## src/rtl/fifo_sva_scoreboard_pkg.sv

```systemverilog
// Shared types for the FIFO scoreboard: compare-field indices, FSM states and a
// saturating increment used by every counter.
package fifo_chk_pkg;

   typedef enum logic [2:0] {
      F_DATA   = 3'd0,
      F_FULL   = 3'd1,
      F_EMPTY  = 3'd2,
      F_AFULL  = 3'd3,
      F_AEMPTY = 3'd4,
      F_WACK   = 3'd5,
      F_OVF    = 3'd6,
      F_UDF    = 3'd7
   } chk_field_e;

   typedef enum logic [1:0] {
      IDLE = 2'd0,
      RUN  = 2'd1,
      DONE = 2'd2
   } chk_state_e;

   // Holds at the all-ones value of a width-bit counter instead of wrapping.
   function automatic logic [63:0] sat_inc(input logic [63:0] value, input int width);
      logic [63:0] max_val;
      max_val = (64'd1 << width) - 64'd1;
      return (value == max_val) ? value : value + 64'd1;
   endfunction

endpackage

```

## src/rtl/fifo_sva_scoreboard_if.sv

```systemverilog
// Observed FIFO DUT pins: the stimulus the DUT receives and the outputs it produces.
interface fifo_sva_scoreboard_if #(
   parameter int DATA_WIDTH = 16
);
   logic                  wr_en;
   logic                  rd_en;
   logic [DATA_WIDTH-1:0] data_in;
   logic [DATA_WIDTH-1:0] data_out;
   logic                  full;
   logic                  empty;
   logic                  almostfull;
   logic                  almostempty;
   logic                  wr_ack;
   logic                  overflow;
   logic                  underflow;

   modport master (
      output wr_en, rd_en, data_in, data_out, full, empty,
             almostfull, almostempty, wr_ack, overflow, underflow
   );

   modport slave (
      input  wr_en, rd_en, data_in, data_out, full, empty,
             almostfull, almostempty, wr_ack, overflow, underflow
   );
endinterface

```

## src/rtl/fifo_sva_scoreboard_ref_model.sv

```systemverilog
// Shadow FIFO that follows the observed stimulus and produces the expected registered
// DUT outputs plus the occupancy the flag predictions are derived from.
module fifo_ref_model #(
   parameter int DATA_WIDTH = 16,
   parameter int DEPTH      = 8,
   localparam int PTR_W     = $clog2(DEPTH)
) (
   input  logic                  clk,
   input  logic                  rst_n,
   input  logic                  dut_rst_n,
   input  logic                  wr_en,
   input  logic                  rd_en,
   input  logic [DATA_WIDTH-1:0] data_in,
   output logic [DATA_WIDTH-1:0] exp_data_out,
   output logic                  exp_wr_ack,
   output logic                  exp_overflow,
   output logic                  exp_underflow,
   output logic                  exp_rd_acc,
   output logic [PTR_W:0]        count
);
   localparam logic [PTR_W:0]   CNT_FULL = (PTR_W + 1)'(DEPTH);
   localparam logic [PTR_W:0]   CNT_ONE  = (PTR_W + 1)'(1);
   localparam logic [PTR_W-1:0] PTR_ONE  = PTR_W'(1);

   logic [DATA_WIDTH-1:0] mem [DEPTH];
   logic [PTR_W-1:0]      wr_ptr_reg, rd_ptr_reg;
   logic [PTR_W:0]        count_reg;
   logic [DATA_WIDTH-1:0] data_out_reg;
   logic                  wr_ack_reg, overflow_reg, underflow_reg, rd_acc_reg;
   logic                  full_now, empty_now, wr_acc, rd_acc;

   assign full_now  = (count_reg == CNT_FULL);
   assign empty_now = (count_reg == '0);
   assign wr_acc    = wr_en && !full_now;
   assign rd_acc    = rd_en && !empty_now;

   // Storage carries no reset; an entry is only read after it has been written.
   always_ff @(posedge clk) begin
      if (dut_rst_n && wr_acc) begin
         mem[wr_ptr_reg] <= data_in;
      end
   end

   always_ff @(posedge clk or negedge rst_n) begin
      if (!rst_n) begin
         wr_ptr_reg    <= '0;
         rd_ptr_reg    <= '0;
         count_reg     <= '0;
         data_out_reg  <= '0;
         wr_ack_reg    <= 1'b0;
         overflow_reg  <= 1'b0;
         underflow_reg <= 1'b0;
         rd_acc_reg    <= 1'b0;
      end else if (!dut_rst_n) begin
         // DUT in reset: occupancy and strobes clear, the read register keeps its value.
         wr_ptr_reg    <= '0;
         rd_ptr_reg    <= '0;
         count_reg     <= '0;
         wr_ack_reg    <= 1'b0;
         overflow_reg  <= 1'b0;
         underflow_reg <= 1'b0;
         rd_acc_reg    <= 1'b0;
      end else begin
         if (wr_acc) begin
            wr_ptr_reg <= wr_ptr_reg + PTR_ONE;
         end
         if (rd_acc) begin
            rd_ptr_reg   <= rd_ptr_reg + PTR_ONE;
            data_out_reg <= mem[rd_ptr_reg];
         end
         if (wr_acc && !rd_acc) begin
            count_reg <= count_reg + CNT_ONE;
         end else if (rd_acc && !wr_acc) begin
            count_reg <= count_reg - CNT_ONE;
         end
         wr_ack_reg    <= wr_acc;
         overflow_reg  <= wr_en && full_now;
         underflow_reg <= rd_en && empty_now;
         rd_acc_reg    <= rd_acc;
      end
   end

   assign exp_data_out  = data_out_reg;
   assign exp_wr_ack    = wr_ack_reg;
   assign exp_overflow  = overflow_reg;
   assign exp_underflow = underflow_reg;
   assign exp_rd_acc    = rd_acc_reg;
   assign count         = count_reg;

endmodule

```

## src/rtl/fifo_sva_scoreboard.sv

```systemverilog
// Cycle-accurate scoreboard for one synchronous FIFO: compares the DUT against a shadow
// model every enabled cycle and keeps sticky error bits, first-failure capture and counters.
module fifo_sva_scoreboard
   import fifo_chk_pkg::*;
#(
   parameter int DATA_WIDTH = 16,
   parameter int DEPTH      = 8,
   parameter int CNT_WIDTH  = 32,
   parameter int CHECK_DATA = 1
) (
   input  logic                 clk,
   input  logic                 rst_n,
   input  logic                 dut_rst_n,
   input  logic                 chk_en,
   input  logic                 test_done,
   fifo_sva_scoreboard_if.slave mon,
   output logic [7:0]           err_vec,
   output logic                 err_any,
   output logic [7:0]           first_err,
   output logic [CNT_WIDTH-1:0] first_cycle,
   output logic [CNT_WIDTH-1:0] error_cnt,
   output logic [CNT_WIDTH-1:0] correct_cnt,
   output logic                 report_valid
);
   localparam int            CW        = $clog2(DEPTH) + 1;
   localparam logic [CW-1:0] CNT_FULL  = CW'(DEPTH);
   localparam logic [CW-1:0] CNT_AFULL = CW'(DEPTH - 1);
   localparam logic [CW-1:0] CNT_ONE   = CW'(1);

   logic [DATA_WIDTH-1:0] exp_data_out;
   logic                  exp_wr_ack, exp_overflow, exp_underflow, exp_rd_acc;
   logic [CW-1:0]         exp_count;
   logic [7:0]            mismatch;
   logic                  cmp_en, cmp_allowed;
   chk_state_e            state_reg, state_next;
   logic                  in_rst_cool_reg;
   logic [CNT_WIDTH-1:0]  cycle_cnt_reg, error_cnt_reg, correct_cnt_reg, first_cycle_reg;
   logic [7:0]            err_vec_reg, first_err_reg;

   fifo_ref_model #(
      .DATA_WIDTH (DATA_WIDTH),
      .DEPTH      (DEPTH)
   ) u_ref_model (
      .clk           (clk),
      .rst_n         (rst_n),
      .dut_rst_n     (dut_rst_n),
      .wr_en         (mon.wr_en),
      .rd_en         (mon.rd_en),
      .data_in       (mon.data_in),
      .exp_data_out  (exp_data_out),
      .exp_wr_ack    (exp_wr_ack),
      .exp_overflow  (exp_overflow),
      .exp_underflow (exp_underflow),
      .exp_rd_acc    (exp_rd_acc),
      .count         (exp_count)
   );

   // data_out is only meaningful right after an accepted read; otherwise it is masked.
   always_comb begin
      mismatch           = '0;
      mismatch[F_DATA]   = (CHECK_DATA != 0) && exp_rd_acc && (mon.data_out != exp_data_out);
      mismatch[F_FULL]   = mon.full        != (exp_count == CNT_FULL);
      mismatch[F_EMPTY]  = mon.empty       != (exp_count == '0);
      mismatch[F_AFULL]  = mon.almostfull  != (exp_count == CNT_AFULL);
      mismatch[F_AEMPTY] = mon.almostempty != (exp_count == CNT_ONE);
      mismatch[F_WACK]   = mon.wr_ack      != exp_wr_ack;
      mismatch[F_OVF]    = mon.overflow    != exp_overflow;
      mismatch[F_UDF]    = mon.underflow   != exp_underflow;
   end

   always_ff @(posedge clk or negedge rst_n) begin
      if (!rst_n) begin
         state_reg <= IDLE;
      end else begin
         state_reg <= state_next;
      end
   end

   always_comb begin
      state_next = state_reg;
      case (state_reg)
         IDLE:    if (test_done) state_next = DONE;
                  else if (chk_en) state_next = RUN;
         RUN:     if (test_done) state_next = DONE;
         DONE:    state_next = DONE;
         default: state_next = IDLE;
      endcase
   end

   always_comb begin
      report_valid = test_done && (state_reg != DONE);
      cmp_allowed  = (state_reg != DONE);
   end

   assign cmp_en = chk_en && dut_rst_n && !in_rst_cool_reg && cmp_allowed;

   // in_rst_cool stays high through the first cycle after the DUT leaves reset.
   always_ff @(posedge clk or negedge rst_n) begin
      if (!rst_n) begin
         cycle_cnt_reg   <= '0;
         in_rst_cool_reg <= 1'b0;
         error_cnt_reg   <= '0;
         correct_cnt_reg <= '0;
         err_vec_reg     <= '0;
         first_err_reg   <= '0;
         first_cycle_reg <= '0;
      end else begin
         cycle_cnt_reg   <= CNT_WIDTH'(sat_inc(64'(cycle_cnt_reg), CNT_WIDTH));
         in_rst_cool_reg <= !dut_rst_n;
         if (cmp_en) begin
            if (mismatch != '0) begin
               error_cnt_reg <= CNT_WIDTH'(sat_inc(64'(error_cnt_reg), CNT_WIDTH));
               err_vec_reg   <= err_vec_reg | mismatch;
               if (err_vec_reg == '0) begin
                  first_err_reg   <= mismatch;
                  first_cycle_reg <= cycle_cnt_reg;
               end
            end else begin
               correct_cnt_reg <= CNT_WIDTH'(sat_inc(64'(correct_cnt_reg), CNT_WIDTH));
            end
         end
      end
   end

   assign err_vec     = err_vec_reg;
   assign err_any     = |err_vec_reg;
   assign first_err   = first_err_reg;
   assign first_cycle = first_cycle_reg;
   assign error_cnt   = error_cnt_reg;
   assign correct_cnt = correct_cnt_reg;

endmodule
```

## src/flat_wrapper.sv

```systemverilog
// flat-port wrapper written by rule: the top's interface ports become plain ports
module fifo_sva_scoreboard_flat import fifo_chk_pkg::*;
#(
   parameter int DATA_WIDTH = 16,
   parameter int DEPTH      = 8,
   parameter int CNT_WIDTH  = 32,
   parameter int CHECK_DATA = 1
)
  (clk, rst_n, dut_rst_n, chk_en, test_done, err_vec, err_any, first_err, first_cycle, error_cnt, correct_cnt, report_valid, mon_wr_en, mon_rd_en, mon_data_in, mon_data_out, mon_full, mon_empty, mon_almostfull, mon_almostempty, mon_wr_ack, mon_overflow, mon_underflow);
  fifo_sva_scoreboard_if #(.DATA_WIDTH(DATA_WIDTH)) mon_i ();
  input  logic clk;
  input  logic rst_n;
  input  logic dut_rst_n;
  input  logic chk_en;
  input  logic test_done;
  output logic [7:0] err_vec;
  output logic err_any;
  output logic [7:0] first_err;
  output logic [CNT_WIDTH-1:0] first_cycle;
  output logic [CNT_WIDTH-1:0] error_cnt;
  output logic [CNT_WIDTH-1:0] correct_cnt;
  output logic report_valid;
  input wire logic [$bits(mon_i.wr_en)-1:0] mon_wr_en;
  input wire logic [$bits(mon_i.rd_en)-1:0] mon_rd_en;
  input wire logic [$bits(mon_i.data_in)-1:0] mon_data_in;
  input wire logic [$bits(mon_i.data_out)-1:0] mon_data_out;
  input wire logic [$bits(mon_i.full)-1:0] mon_full;
  input wire logic [$bits(mon_i.empty)-1:0] mon_empty;
  input wire logic [$bits(mon_i.almostfull)-1:0] mon_almostfull;
  input wire logic [$bits(mon_i.almostempty)-1:0] mon_almostempty;
  input wire logic [$bits(mon_i.wr_ack)-1:0] mon_wr_ack;
  input wire logic [$bits(mon_i.overflow)-1:0] mon_overflow;
  input wire logic [$bits(mon_i.underflow)-1:0] mon_underflow;
  assign mon_i.wr_en = mon_wr_en;
  assign mon_i.rd_en = mon_rd_en;
  assign mon_i.data_in = mon_data_in;
  assign mon_i.data_out = mon_data_out;
  assign mon_i.full = mon_full;
  assign mon_i.empty = mon_empty;
  assign mon_i.almostfull = mon_almostfull;
  assign mon_i.almostempty = mon_almostempty;
  assign mon_i.wr_ack = mon_wr_ack;
  assign mon_i.overflow = mon_overflow;
  assign mon_i.underflow = mon_underflow;
  fifo_sva_scoreboard #(.DATA_WIDTH(DATA_WIDTH), .DEPTH(DEPTH), .CNT_WIDTH(CNT_WIDTH), .CHECK_DATA(CHECK_DATA)) u_core (.clk(clk), .rst_n(rst_n), .dut_rst_n(dut_rst_n), .chk_en(chk_en), .test_done(test_done), .mon(mon_i), .err_vec(err_vec), .err_any(err_any), .first_err(first_err), .first_cycle(first_cycle), .error_cnt(error_cnt), .correct_cnt(correct_cnt), .report_valid(report_valid));
endmodule
```

## config.mk

```make
export PLATFORM = sky130hd
export DESIGN_NAME = fifo_sva_scoreboard_flat
export DESIGN_NICKNAME = d
export VERILOG_FILES = /design/src/rtl/fifo_sva_scoreboard_pkg.sv /design/src/rtl/fifo_sva_scoreboard_if.sv /design/src/rtl/fifo_sva_scoreboard_ref_model.sv /design/src/rtl/fifo_sva_scoreboard.sv /design/src/flat_wrapper.sv
export SDC_FILE = /design/constraint.sdc
export NUM_CORES = 1
export LEC_CHECK = 0
export CORE_UTILIZATION = 50
export CTS_BUF_LIST = sky130_fd_sc_hd__clkbuf_4 sky130_fd_sc_hd__clkbuf_8 sky130_fd_sc_hd__clkbuf_16
export DETAILED_ROUTE_END_ITERATION = 7
export GPL_TIMING_DRIVEN = 0
export PLACE_DENSITY = 0.76
export SETUP_SLACK_MARGIN = 0.5
export SKIP_CTS_REPAIR_TIMING = 1
export SLEW_MARGIN = 40
export SYNTH_ARGS = -nofsm -noshare
export SYNTH_HDL_FRONTEND = slang
export SYNTH_SLANG_ARGS = --single-unit
```

## constraint.sdc

```tcl
create_clock -name clk -period 3.6 [get_ports clk]
set_clock_uncertainty 0.15 [all_clocks]
set_input_delay 1.08 -clock clk [delete_from_list [all_inputs] [get_ports clk]]
set_output_delay 1.08 -clock clk [all_outputs]
set_load 0.02 [all_outputs]
```

# After elaboration in Yosys (flattened, before gate mapping)

Memories as Yosys holds them, arrays and structs flattened. A register that Yosys moved wholly into a read port is not among the register bits.
Cells that the tools add are included.

Add/sub/neg operators: 7
Multipliers: 0
Div/mod/pow operators: 0
Magnitude comparators: 0
Equality and inequality tests: 22
Shift-type cells: 0
Multiplexer cells: 17
Bitwise gates (word level): 4
Reduce and logical (&&, ||, !) cells: 30

Operators by type and width:

| operator                                                              | count |
|---|---|
| 32-bit by 1-bit adder with 32-bit output, second input constant       | 3 |
| 32-bit equality test, second input constant                           | 3 |
| 16-bit != test                                                        | 1 |
| 1-bit logical AND                                                     | 12 |
| 3-bit two-way mux                                                     | 4 |
| 4-bit two-way mux                                                     | 3 |
| 3-bit AND reduction                                                   | 3 |
| 8-bit zero test                                                       | 1 |
| 8-bit bitwise OR                                                      | 1 |
| 8-bit nonzero test                                                    | 1 |
| 8-bit OR reduction                                                    | 1 |
| 1-bit zero test                                                       | 7 |
| 1-bit != test                                                         | 7 |
| 3-bit by 1-bit adder with 3-bit output, second input constant         | 2 |
| 1-bit two-way mux                                                     | 6 |
| 2-bit two-way mux                                                     | 3 |
| 2-bit case mux with 3 select lines                                    | 1 |
| 2-bit AND reduction                                                   | 3 |
| 4-bit by 1-bit adder with 4-bit output, second input constant         | 1 |
| 4-bit by 1-bit equality test with 1-bit output, second input constant | 1 |
| 4-bit by 3-bit equality test with 1-bit output, second input constant | 1 |
| 4-bit equality test, second input constant                            | 1 |
| 4-bit zero test                                                       | 1 |
| 2-bit by 1-bit != test with 1-bit output, second input constant       | 2 |
| other kinds (8)                                                       | 11 |

Register bits: 161
Latch bits: 0
Memory bits (writable): 128
Bits in read-only memories: 0
Input port bits: 46
Output and inout bits: 114
Word-level logic and storage cells: 96
Memories: 1

Memories:

| name                   | words | bits a word | read ports | clocked after memory_dff | wr ports | line                                | source |
|---|---|---|---|---|---|---|---|
| u_core.u_ref_model.mem | 8     | 16          | 1          | 1                        | 1        | fifo_sva_scoreboard_ref_model.sv:25 | `logic [DATA_WIDTH-1:0] mem [DEPTH];` |

# Longest topological paths before layout

Depth after elaboration: 8
Mapped depth: 9
Mapped depth without buffers: 8

# Modules after synthesis

From an unflattened synthesis, not the netlist that was laid out.

Cells, all modules: 1002
Area total of the unflattened synthesis: 13197.7 sq um

Modules (own cells, without submodules):

| module              | instances | cells an instance | area an instance (sq um) | seq. area each (sq um) |
|---|---|---|---|---|
| fifo_sva_scoreboard | 1         | 603               | 6916.6                   | 3678.5 |
| fifo_ref_model      | 1         | 399               | 6281.0                   | 4594.4 |

# Least setup slack after synthesis

No wires, ideal clock.

Path type: input port to flip-flop
Start: in mon_wr_en
End: mem u_core.u_ref_model.mem[0][0], enable pin
Setup time: 0.430 ns
Arrival: 3.330 ns
Required time: 3.020 ns
Slack: -0.310 ns
Stages: 4
Buffers on the path: 1
Cell sequence: a21boi_0 buf_1 nand2_1 nor4_1

Longest elaborated chain between the ends: 4

Ends and longest elaborated chain:

| what                                    | line                                | source |
|---|---|---|
| start, declared                         | flat_wrapper.sv:23                  | `input wire logic [$bits(mon_i.wr_en)-1:0] mon_wr_en;` |
| 1-bit logical AND                       | fifo_sva_scoreboard_ref_model.sv:34 | `assign wr_acc = wr_en && !full_now;` |
| 1-bit logical AND                       | fifo_sva_scoreboard_ref_model.sv:39 | `if (dut_rst_n && wr_acc) begin` |
| 1-bit two-way mux                       | fifo_sva_scoreboard_ref_model.sv:39 |  |
| 1-bit two-way mux (not written as such) | fifo_sva_scoreboard_ref_model.sv:40 | `mem[wr_ptr_reg] <= data_in;` |
| end, declared                           | fifo_sva_scoreboard_ref_model.sv:25 |  |

No other way between the ends.

# Worst setup path after layout

Start: in mon_empty
End: reg u_core.correct_cnt_reg[31], in the netlist u_core.correct_cnt[31]

Longest elaborated chain between the ends: 4

Ends and longest elaborated chain:

| what                          | line                       | source |
|---|---|---|
| start, declared               | flat_wrapper.sv:28         | `input wire logic [$bits(mon_i.empty)-1:0] mon_empty;` |
| 1-bit != test                 | fifo_sva_scoreboard.sv:63  | `mismatch[F_EMPTY] = mon.empty != (exp_count == '0);` |
| 8-bit nonzero test            | fifo_sva_scoreboard.sv:111 | `if (mismatch != '0) begin` |
| 1-bit NOT (no line)           | n/a                        |  |
| 3-bit AND reduction (no line) | n/a                        |  |
| end signal, assigned          | fifo_sva_scoreboard.sv:119 | `correct_cnt_reg <= CNT_WIDTH'(sat_inc(64'(correct_cnt_reg), CNT_WIDTH));` |
| end, declared                 | fifo_sva_scoreboard.sv:37  | `logic [CNT_WIDTH-1:0] cycle_cnt_reg, error_cnt_reg, correct_cnt_reg, first_cycle_reg;` |

No other way between the ends.
A chain may end at the register's enable or synchronous reset.

==> results.toml <==
[route]
vias = 8316
ant_nets = 0
detail_route.wl_per_cell_um = 19.0
viasPerCell = 5.60
wl_mm = 28.2
drc = 0
drt_pass1_iterations = 5
initialDrtViolationCount = 683

[sta]
fin_tns_setup_ps = 0
worst_hold_slack_ps = 312
period_share_pct = 85.4
relSlewSlack_pct = 47.0
worstMarginPinSlew_ps = 795
min_period_ps = 3070
slew_violations = 0
fmax_mhz = 325
rsz0062_at_grt = "true"
final-hold-violation-count = 0
final-setup-viol-count = 0
setup_slack_ps = 527

[logic_synthesis]
ys_warn_count = 0
synth_ff_type = "dfrtp_1"
synth_cell_types = 54
synth_top_area_cell = "dfrtp_1"
ys_ff_latch = 305
syn_avg_cell_area_sq_um = 14.2
synth_top_area_share_pct = 34.1
synth_area_leaders = "dfrtp_1 34%, edfxtp_1 30%, xnor2_1 6.0%"
syn_area_sq_mm = 0.0130
async_flop_share_pct = 58.0
yosysMostFrequentCell = "dfrtp_1"
mappedNetlistNets = 974
synth-seq-area-share_pct = 63.6
synth_edf_count = 128
synthTopCellsByCount = "177 x dfrtp_1, 128 x edfxtp_1, 89 x xnor2_1"
synthCells = 915

[final_layout]
num-nets-final = 1189
final_cells = 1486
multi_input_area_sq_mm = 0.00465
fillers = 1824
drive_gt1_share_pct = 17.2
largest_reg_flops = 128
area_growth_pct = 27.2
fin_area_sq_mm = 0.0165
fin_util_pct = 65.3
regMostFlops = "u_core.u_ref_model.mem"
ff_latch_area_sq_mm = 0.00827

[placed_design]
dp_hpwl_mm = 19.8
dp_cells = 1416
port_buffers = 159
pre_cts_slack_ps = -568
gp_congestion = 0.923
dpl_cell_area_sq_mm = 0.0152

[critical_path]
crit_type = "input pin to flop"
reg2reg_to = "u_core.u_ref_model.mem[1][8]$_DFFE_PP_"
worstSetupStartpointType = "input pin"
crit_fanout = 10
r2r-start = "u_core.u_ref_model.count[0]$_DFFE_PN0P_"
reg2reg_depth = 10
crit_required_ps = 3910
endpoint_kind = "flop"
arrival_ps = 3380
setup.worst_path.start = "mon_empty"
reg2reg_slack_ps = 720

[power]
pwr-share-seq_pct = 43.9
internal-power_mw = 6.93
clkPwrFrac_pct = 36.2
vdd.ir_drop.worst_mv = 0.446
swShare_pct = 26.5
share_comb_of_total_power_pct = 19.9
total_power_mw = 9.43
p_per_area_mw_per_mm2 = 570
leakage_nw = 6.47
switching_power_mw = 2.50

[die]
die-area_sq_mm = 0.0266
die_y_um = 163
die_w_um = 163
core_sq_mm = 0.0253
start_util_pct = 51.3
num_rows = 58
io_pins = 160

[clock_network]
h-tree-depth = 1
clockRootBuffer = "clkbuf_16"
cts_inserted_buffers = 31
clkTransAtPathRegs_ps = 60
cts_tree = "done"
cts_sinks = 305
clk_latency_ps = 540
clock_path_buffers = 3

[global_routing]
grt_max_degree = 67
grt_usage_pct = 21.6
grt_pass1_wl_mm = 44.9
grt-ovfl-total = 0
antenna_found_initial = 2
grt_pass1_vias = 8332

[run_status]
outcome = "complete, no violations"

[hold_path]
hold_class = "input pin to asynchronous set/reset pin"

[flow_run]
drv_cap = 0
==> final cells by class <==
class / count / share of cell area [%]
Inverter: 13 / 0.295
Antenna cell: 2 / 0.0303
Buffer: 34 / 1.05
Timing Repair Buffer: 182 / 11.2
Multi-Input combinational cell: 563 / 28.2
Clock inverter: 11 / 1.10
Tap cell: 330 / 2.50
Clock buffer: 46 / 5.64
Sequential cell: 305 / 50.0
==> how the worst max path moves through the flow <==
| stage | slack [ps] | endpoint | depth (start not counted) |
|---|---|---|---|
| finish | 530 | u_core.correct_cnt[31]$_DFFE_PN0P_ | 8 |
| global route | 460 | u_core.correct_cnt[31]$_DFFE_PN0P_ | 8 |
| floorplan | 90 | u_core.u_ref_model.mem[2][0]$_DFFE_PP_ | 4 |
| global placement | -5970 | u_core.correct_cnt[19]$_DFFE_PN0P_ | 1 |
| CTS | -90 | report_valid | 3 |
| detailed placement | -570 | u_core.u_ref_model.mem[1][6]$_DFFE_PP_ | 8 |
==> layout by cell type (no fill, tap or decap), types with 8 or more instances in the layout <==
cell and count:
inv_1 13, nand4_1 45, buf_2 14, xor2_1 34
mux2i_1 18, edfxtp_1 128, nand3_1 52, clkbuf_16 31
a21oi_1 11, xnor2_1 88, dfrtp_1 177, mux2_2 35
nor2_1 38, nor3_1 16, buf_4 15, clkbuf_4 11
clkdlybuf4s50_1 153, nand2_1 47, and3_1 23, and2_1 8
ha_1 13, mux4_2 32, clkbuf_1 16, o21ai_0 17
==> critical path, cell delays in order <==
cell	delay, ps
clkdlybuf4s50_1	540
or3b_1	360
a21oi_1	160
o211a_2	280
nand3_2	180
buf_8	220
nor4_2	350
xor2_1	210
==> logic make-up after synthesis <==
| kind of cell | synth area share (%) |
|---|---|
| buffers and inverters | 1.55 |
| XOR/XNOR | 8.29 |
| adder cells (fa/ha/maj) | 1.48 |
| AO/OA/AOI/OAI | 2.73 |
| flip-flops | 63.6 |
| AND/OR/NAND/NOR | 12.1 |
| multiplexers | 10.2 |
==> power groups by stage <==
stage	sequential, mW	clock [mW]	combinational (mW)
6_report	4.14	3.41	1.88
5_1_grt	4.17	3.61	2.05
4_1_cts	4.14	3.47	1.87
3_5_place_dp	4.20	0	1.86
3_3_place_gp	4.18	0	1.78
2_1_floorplan	4.27	0	1.06
==> routing by layer <==
metal	part of all wire, %	up-vias	GRT usage (%)
met1	42	4231	28.7
met3	4.6	48	3.12
met5	0	-	0
li1	-	3810	-
met2	50	227	36.9
met4	2.6	0	6.33
Power figures use the tool's default switching activity.
